$ cat config.mk
export PLATFORM = sky130hd
export DESIGN_NAME = apb_controller_flat
export DESIGN_NICKNAME = d
export VERILOG_FILES = /design/src/rtl/apb_pkg.sv /design/src/rtl/apb_controller_if.sv /design/src/rtl/apb_addr_decode.sv /design/src/rtl/apb_controller.sv /design/src/flat_wrapper.sv
export SDC_FILE = /design/constraint.sdc
export NUM_CORES = 1
export LEC_CHECK = 0
export BUFFER_PORTS_ARGS = -buffer_cell sky130_fd_sc_hd__buf_2
export CAP_MARGIN = 5
export CORE_ASPECT_RATIO = 1.75
export CORE_UTILIZATION = 38
export DETAILED_ROUTE_END_ITERATION = 16
export PLACE_DENSITY = 0.68
export RECOVER_POWER = 25
export SETUP_SLACK_MARGIN = 0.1
export SYNTH_ARGS = -nofsm -noshare
export SYNTH_HDL_FRONTEND = slang
export SYNTH_SLANG_ARGS = --single-unit
$ cat constraint.sdc
create_clock -name Hclk -period 3.5 [get_ports Hclk]
set_input_delay 0.525 -clock Hclk [delete_from_list [all_inputs] [get_ports Hclk]]
set_output_delay 0.525 -clock Hclk [all_outputs]
set_load 0.02 [all_outputs]
$ cat src/rtl/apb_pkg.sv
// Shared types and constants for the APB controller slice: FSM state
// encoding, the three slave address windows, their one-hot select codes
// and the ACCESS wait-state timeout used when APB_PREADY_EN is defined.
package apb_pkg;

    typedef enum logic [1:0] {
        ST_IDLE,
        ST_SETUP,
        ST_ACCESS,
        ST_RESP
    } apb_state_e;

    // Each slave owns a 64 MiB window starting at 0x8000_0000.
    localparam logic [31:0] SLV0_BASE  = 32'h8000_0000;
    localparam logic [31:0] SLV0_LIMIT = 32'h83FF_FFFF;
    localparam logic [31:0] SLV1_BASE  = 32'h8400_0000;
    localparam logic [31:0] SLV1_LIMIT = 32'h87FF_FFFF;
    localparam logic [31:0] SLV2_BASE  = 32'h8800_0000;
    localparam logic [31:0] SLV2_LIMIT = 32'h8BFF_FFFF;

    localparam logic [2:0] PSEL_NONE = 3'b000;
    localparam logic [2:0] PSEL_SLV0 = 3'b001;
    localparam logic [2:0] PSEL_SLV1 = 3'b010;
    localparam logic [2:0] PSEL_SLV2 = 3'b100;

    // Number of Pready=0 ACCESS cycles tolerated before the transfer aborts.
    localparam int unsigned TIMEOUT_LIMIT = 16;

endpackage

$ cat src/rtl/apb_controller_if.sv
// Bus bundle for apb_controller: request/response handshake on the host
// side and the APB master signals on the slave side. The Pready signal is
// present only when APB_PREADY_EN is defined.
interface apb_controller_if;

    // Host request / response
    logic        req_valid;
    logic        req_write;
    logic [31:0] req_addr;
    logic [31:0] req_wdata;
    logic        req_ready;
    logic        rsp_valid;
    logic [31:0] rsp_rdata;
    logic        rsp_err;

    // APB master side
    logic        Pwrite;
    logic        Penable;
    logic [2:0]  Pselx;
    logic [31:0] Paddr;
    logic [31:0] Pwdata;
    logic [31:0] Prdata;
`ifdef APB_PREADY_EN
    logic        Pready;
`endif

    // Controller view
    modport master (
`ifdef APB_PREADY_EN
        input  Pready,
`endif
        input  req_valid, req_write, req_addr, req_wdata, Prdata,
        output req_ready, rsp_valid, rsp_rdata, rsp_err,
        output Pwrite, Penable, Pselx, Paddr, Pwdata
    );

    // Environment view: the host plus the downstream APB slave
    modport slave (
`ifdef APB_PREADY_EN
        output Pready,
`endif
        output req_valid, req_write, req_addr, req_wdata, Prdata,
        input  req_ready, rsp_valid, rsp_rdata, rsp_err,
        input  Pwrite, Penable, Pselx, Paddr, Pwdata
    );

endinterface

$ cat src/rtl/apb_addr_decode.sv
// Combinational address decoder: maps a request address onto one of the
// three slave windows and reports whether any window matched.
module apb_addr_decode
    import apb_pkg::*;
(
    input  logic [31:0] addr,
    output logic [2:0]  pselx,
    output logic        hit
);

    // Window compare against the package base/limit constants.
    always_comb begin
        // NOTE: every output gets a default before the ifs so no latch is inferred.
        pselx = PSEL_NONE;
        if (addr >= SLV0_BASE && addr <= SLV0_LIMIT) begin
            pselx = PSEL_SLV0;
        end else if (addr >= SLV1_BASE && addr <= SLV1_LIMIT) begin
            pselx = PSEL_SLV1;
        end else if (addr >= SLV2_BASE && addr <= SLV2_LIMIT) begin
            pselx = PSEL_SLV2;
        end
        hit = (pselx != PSEL_NONE);
    end

endmodule

$ cat src/rtl/apb_controller.sv
// APB master controller: accepts one host request at a time, decodes the
// address, runs a SETUP/ACCESS transfer on a hit and returns a one-cycle
// response pulse. Optional feature macro: APB_PREADY_EN adds the Pready
// input, ACCESS wait states and a 16-cycle timeout that reports rsp_err.
module apb_controller
    import apb_pkg::*;
(
    input  logic             Hclk,
    input  logic             Hresetn,
    apb_controller_if.master bus
);

    apb_state_e  state_q, state_d;
    logic [2:0]  pselx_q, pselx_d;
    logic        penable_q, penable_d;
    logic        pwrite_q, pwrite_d;
    logic [31:0] paddr_q, paddr_d;
    logic [31:0] pwdata_q, pwdata_d;
    logic        rsp_valid_q, rsp_valid_d;
    logic [31:0] rsp_rdata_q, rsp_rdata_d;
    logic        rsp_err_q, rsp_err_d;
    logic        req_ready_q, req_ready_d;

    logic [2:0]  dec_pselx;
    logic        dec_hit;

`ifdef APB_PREADY_EN
    localparam logic [3:0] WAIT_LAST = 4'(TIMEOUT_LIMIT - 1);
    logic [3:0]  wait_cnt_q, wait_cnt_d;
`endif

    apb_addr_decode u_decode (
        .addr  (bus.req_addr),
        .pselx (dec_pselx),
        .hit   (dec_hit)
    );

    // Next-state and next-output computation for the transfer FSM.
    always_comb begin
        state_d     = state_q;
        pselx_d     = pselx_q;
        penable_d   = penable_q;
        pwrite_d    = pwrite_q;
        paddr_d     = paddr_q;
        pwdata_d    = pwdata_q;
        rsp_valid_d = 1'b0;
        rsp_rdata_d = rsp_rdata_q;
        rsp_err_d   = rsp_err_q;
`ifdef APB_PREADY_EN
        wait_cnt_d  = wait_cnt_q;
`endif

        unique case (state_q)
            ST_IDLE: begin
                if (bus.req_valid) begin
                    pwrite_d = bus.req_write;
                    paddr_d  = bus.req_addr;
                    pwdata_d = bus.req_wdata;
                    if (dec_hit) begin
                        state_d   = ST_SETUP;
                        pselx_d   = dec_pselx;
                        penable_d = 1'b0;
`ifdef APB_PREADY_EN
                        wait_cnt_d = '0;
`endif
                    end else begin
                        // Decode miss: answer immediately, never touch the bus.
                        state_d     = ST_RESP;
                        rsp_valid_d = 1'b1;
                        rsp_err_d   = 1'b1;
                        rsp_rdata_d = '0;
                    end
                end
            end

            ST_SETUP: begin
                state_d   = ST_ACCESS;
                penable_d = 1'b1;
            end

            ST_ACCESS: begin
`ifdef APB_PREADY_EN
                if (bus.Pready) begin
                    state_d     = ST_RESP;
                    pselx_d     = PSEL_NONE;
                    penable_d   = 1'b0;
                    rsp_valid_d = 1'b1;
                    rsp_err_d   = 1'b0;
                    rsp_rdata_d = pwrite_q ? 32'h0 : bus.Prdata;
                end else if (wait_cnt_q == WAIT_LAST) begin
                    // Slave stalled for the full timeout window: abort.
                    state_d     = ST_RESP;
                    pselx_d     = PSEL_NONE;
                    penable_d   = 1'b0;
                    rsp_valid_d = 1'b1;
                    rsp_err_d   = 1'b1;
                    rsp_rdata_d = '0;
                end else begin
                    wait_cnt_d = wait_cnt_q + 4'd1;
                end
`else
                state_d     = ST_RESP;
                pselx_d     = PSEL_NONE;
                penable_d   = 1'b0;
                rsp_valid_d = 1'b1;
                rsp_err_d   = 1'b0;
                rsp_rdata_d = pwrite_q ? 32'h0 : bus.Prdata;
`endif
            end

            ST_RESP: begin
                state_d = ST_IDLE;
            end

            default: begin
                state_d = ST_IDLE;
            end
        endcase

        // Registered so req_ready is a clean flop output, high only in IDLE.
        req_ready_d = (state_d == ST_IDLE);
    end

    // State and output registers; reset drops any transfer in flight.
    always_ff @(posedge Hclk or negedge Hresetn) begin
        if (!Hresetn) begin
            // NOTE: every flop here is control or a bus-visible output, so all get a reset value.
            state_q     <= ST_IDLE;
            pselx_q     <= PSEL_NONE;
            penable_q   <= 1'b0;
            pwrite_q    <= 1'b0;
            paddr_q     <= '0;
            pwdata_q    <= '0;
            rsp_valid_q <= 1'b0;
            rsp_rdata_q <= '0;
            rsp_err_q   <= 1'b0;
            req_ready_q <= 1'b1;
`ifdef APB_PREADY_EN
            wait_cnt_q  <= '0;
`endif
        end else begin
            // NOTE: non-blocking so every flop samples the pre-edge values.
            state_q     <= state_d;
            pselx_q     <= pselx_d;
            penable_q   <= penable_d;
            pwrite_q    <= pwrite_d;
            paddr_q     <= paddr_d;
            pwdata_q    <= pwdata_d;
            rsp_valid_q <= rsp_valid_d;
            rsp_rdata_q <= rsp_rdata_d;
            rsp_err_q   <= rsp_err_d;
            req_ready_q <= req_ready_d;
`ifdef APB_PREADY_EN
            wait_cnt_q  <= wait_cnt_d;
`endif
        end
    end

    assign bus.req_ready = req_ready_q;
    assign bus.rsp_valid = rsp_valid_q;
    assign bus.rsp_rdata = rsp_rdata_q;
    assign bus.rsp_err   = rsp_err_q;
    assign bus.Pselx     = pselx_q;
    assign bus.Penable   = penable_q;
    assign bus.Pwrite    = pwrite_q;
    assign bus.Paddr     = paddr_q;
    assign bus.Pwdata    = pwdata_q;

endmodule

$ cat src/flat_wrapper.sv
// flat-port wrapper written by rule: the top's interface ports become plain ports
module apb_controller_flat import apb_pkg::*;
  (Hclk, Hresetn, bus_req_valid, bus_req_write, bus_req_addr, bus_req_wdata, bus_Prdata, bus_req_ready, bus_rsp_valid, bus_rsp_rdata, bus_rsp_err, bus_Pwrite, bus_Penable, bus_Pselx, bus_Paddr, bus_Pwdata);
  apb_controller_if bus_i ();
  input  logic Hclk;
  input  logic Hresetn;
  input wire logic [$bits(bus_i.req_valid)-1:0] bus_req_valid;
  input wire logic [$bits(bus_i.req_write)-1:0] bus_req_write;
  input wire logic [$bits(bus_i.req_addr)-1:0] bus_req_addr;
  input wire logic [$bits(bus_i.req_wdata)-1:0] bus_req_wdata;
  input wire logic [$bits(bus_i.Prdata)-1:0] bus_Prdata;
  output wire logic [$bits(bus_i.req_ready)-1:0] bus_req_ready;
  output wire logic [$bits(bus_i.rsp_valid)-1:0] bus_rsp_valid;
  output wire logic [$bits(bus_i.rsp_rdata)-1:0] bus_rsp_rdata;
  output wire logic [$bits(bus_i.rsp_err)-1:0] bus_rsp_err;
  output wire logic [$bits(bus_i.Pwrite)-1:0] bus_Pwrite;
  output wire logic [$bits(bus_i.Penable)-1:0] bus_Penable;
  output wire logic [$bits(bus_i.Pselx)-1:0] bus_Pselx;
  output wire logic [$bits(bus_i.Paddr)-1:0] bus_Paddr;
  output wire logic [$bits(bus_i.Pwdata)-1:0] bus_Pwdata;
  assign bus_i.req_valid = bus_req_valid;
  assign bus_i.req_write = bus_req_write;
  assign bus_i.req_addr = bus_req_addr;
  assign bus_i.req_wdata = bus_req_wdata;
  assign bus_i.Prdata = bus_Prdata;
  assign bus_req_ready = bus_i.req_ready;
  assign bus_rsp_valid = bus_i.rsp_valid;
  assign bus_rsp_rdata = bus_i.rsp_rdata;
  assign bus_rsp_err = bus_i.rsp_err;
  assign bus_Pwrite = bus_i.Pwrite;
  assign bus_Penable = bus_i.Penable;
  assign bus_Pselx = bus_i.Pselx;
  assign bus_Paddr = bus_i.Paddr;
  assign bus_Pwdata = bus_i.Pwdata;
  apb_controller u_core (.Hclk(Hclk), .Hresetn(Hresetn), .bus(bus_i));
endmodule
==> results.sh <==
export IMPL_status="finished with violations"
export IMPL_violations="capacitance limit, slew limit"
export IMPL_setup_tns_final_ns=0
export IMPL_synth_area_leaders="dfrtp_1 62%, mux2_2 17%, nand2_1 5.9%"
export IMPL_die_w_um=81.93
export IMPL_synth_avg_cell_area_um2=12.87
export IMPL_min_period_over_period=0.6176
export IMPL_synth_top_area_frac=0.6186
export IMPL_fmax_ghz=0.4626
export IMPL_gr_total_overflow=0
export IMPL_drt_iter0_markers=113
export IMPL_synth_seq_area_share=0.6247
export IMPL_rsz0062_at_grt="false"
export IMPL_drt_vias_per_instance=4.931
export IMPL_ys_flop_type="dfrtp_1"
export IMPL_end_kind="flop"
export IMPL_slowest_delay_ns=0.67
export IMPL_hold_viol=0
export IMPL_wl_mm=10.23
export IMPL_nets=634
export IMPL_die_h_um=141.9
export IMPL_io_buffers=203
export IMPL_ys_types=31
export IMPL_avgRoutedWirePerCell_um=15.41
export IMPL_tritoncts="done"
export IMPL_startpoint_type="flop"
export IMPL_leakagePower_uw=0.002889
export IMPL_grt_total_usage=0.1779
export IMPL_place_congestion=0.7541
export IMPL_maxCapViolations=1
export IMPL_arrival_ns=2.38
export IMPL_report_final_slew_viol_count=87
export IMPL_grt_max_degree=87
export IMPL_dp_cells=647
export IMPL_clock_sinks=106
export IMPL_rows=50
export IMPL_yosys_warnings=0
export IMPL_peakVddDrop_mv=0.5856
export IMPL_critPathSlowestCell="buf_4"
export IMPL_drt_pass1_iterations=6
export IMPL_synth_area_um2=4248
export IMPL_powerDensity_nw_per_um2=1052
export IMPL_cts_setup_buffers=0
export IMPL_hpwl_mm=7.390
export IMPL_cts_buffers=9
export IMPL_fin_ws_ns=1.338
export IMPL_clkTransAtPathRegs_ns=0.07
export IMPL_cts_buffer_depth=2
export IMPL_antenna_cells=0
export IMPL_grt_met2_usage=0.3088
export IMPL_synth_top_area_cell="dfrtp_1"
export IMPL_ctsResizeCount=0
export IMPL_drive_gt1_frac=0.5637
export IMPL_min_period_ns=2.162
export IMPL_grt_met3_usage=0.04180
export IMPL_cts_root_buffer="clkbuf_16"
export IMPL_antenna_found_initial=0
export IMPL_ys_ff_latch=106
export IMPL_dp_slack_ns=0.9922
export IMPL_async_reset_ff_frac=1.000
export IMPL_mostFrequentLayoutCell="buf_2"
export IMPL_start_util=0.3948
export IMPL_netlist_instances=330
export IMPL_busiest_layer="met2"
export IMPL_min_path_type="in -> reg"
export IMPL_critPathKind="reg -> reg"
export IMPL_insertion_delay_ns=0.34
export IMPL_tightestPinTransition_ns=2.139
export IMPL_synth_edf_count=0
export IMPL_synthToLayoutAreaGrowth_pct=34.96
export IMPL_crit_chain="inv_1 > ha_1 > nand2_2 > buf_4 > mux2_2"
export IMPL_drc=0
export IMPL_vias=3274
export IMPL_path_max_fanout=67
export IMPL_layout_cells_non_filler=664
export IMPL_grt_pass1_vias=3210
export IMPL_maxSlewHeadroom=-0.4259
export IMPL_finalSetupViolations=0
export IMPL_drtAntennaViolNets=0
export IMPL_grt_pass1_wl_mm=15.56
export IMPL_core_um2=10760
export IMPL_hold_buffers=0
export IMPL_grt_use_met1=0.2063
export IMPL_htree_levels=3
export IMPL_syn_nets=435
export IMPL_required_ns=3.72
export IMPL_dieArea_um2=11620
export IMPL_fin_skew_ns=0.009664
export IMPL_most_common_layout_cells="202 x buf_2, 105 x dfrtp_1, 67 x nand2_1"
export IMPL_io_pin_count=204
## registers in the layout, indices dropped and copies added (netlist names)
signal and count:
u_core.bus.rsp_valid 1, u_core.bus.Penable 1, u_core.bus.req_ready 1, u_core.bus.Pwrite 1, u_core.bus.rsp_rdata 32, u_core.bus.Pwdata 32, u_core.state_q 2, u_core.bus.Paddr 32
u_core.bus.Pselx 3, u_core.bus.rsp_err 1
## through the flow
| stage | power, uW | util | cell area, um2 | hold WS [ns] |
|---|---|---|---|---|
| 6_report | 6032 | 0.5328 | 5733 | 0.4158 |
| 5_1_grt | 6413 | 0.5328 | 5733 | 0.3992 |
| 4_1_cts | 6091 | 0.5316 | 5720 | 0.4005 |
| 3_5_place_dp | 4917 | 0.4991 | 5370 | 0.4799 |
| 3_3_place_gp | 4835 | 0.4991 | 5370 | 0.4788 |
| 2_1_floorplan | 3968 | - | 4248 | 0.2294 |
## power breakdown
group	switching [uW]	internal, uW
Sequential	298	1840
Combinational	1660	1070
Clock	455	706
## logic make-up after synthesis
group                      count (synthesis)  share of synthesized area
adders and majority gates                  5                    0.01473
buffers and inverters                     24                    0.02503
muxes                                     66                     0.1758
AOI/OAI and AO/OA                         44                    0.06922
DFF                                      106                     0.6247
and+or+nand+nor                           85                    0.09043
## layer usage
layer,wire length (um),vias to the layer above
li1,-,1546
met1,3901,1601
met2,5562,112
met3,550,15
met4,218,0
met5,0,-
## worst paths after layout
kind	start	end	slack, ns	depth (start not counted)
max	u_core.state_q[1]	u_core.bus.Paddr[15]	1.34	5
min	bus_req_addr[2]	u_core.bus.Paddr[2]	0.42	2
max reg2reg	u_core.state_q[1]	u_core.bus.Paddr[15]	1.34	5
min reg2reg	u_core.bus.Pwdata[31]	u_core.bus.Pwdata[31]	0.50	1
max in group asynchronous	Hresetn	u_core.bus.rsp_rdata[10]	1.42	2
min in group asynchronous	Hresetn	u_core.bus.Paddr[17]	0.78	1
## cell usage after synthesis, types with 2 or more instances
library cell / n
a21oi_1: 3
buf_2: 13
nand2_1: 67
inv_1: 4
nor2_1: 5
o22ai_1: 32
o21ai_0: 2
clkbuf_1: 6
dfrtp_1: 105
ha_1: 5
mux2_2: 65
nor2b_1: 4
## area by class of cell
| class | instances | area [um2] |
|---|---|---|
| fillers | 988 | 5027 |
| well taps | 130 | 162.7 |
| clock inverters | 7 | 125.1 |
| clock buffers | 9 | 225.2 |
| repair buffers | 208 | 1061 |
| inverters | 4 | 15.01 |
| multi-input cells | 200 | 1490 |
| flip-flops and latches | 106 | 2654 |
## worst max-delay path, delay by kind of cell (launching register included)
kind	cells	cell delay, ns
buffers and inverters	2	0.77
multiplexers	1	0.42
flip-flops	1	0.40
adder cells (fa/ha/maj)	1	0.28
AND/OR/NAND/NOR	1	0.13
Power figures use the tool's default switching activity.
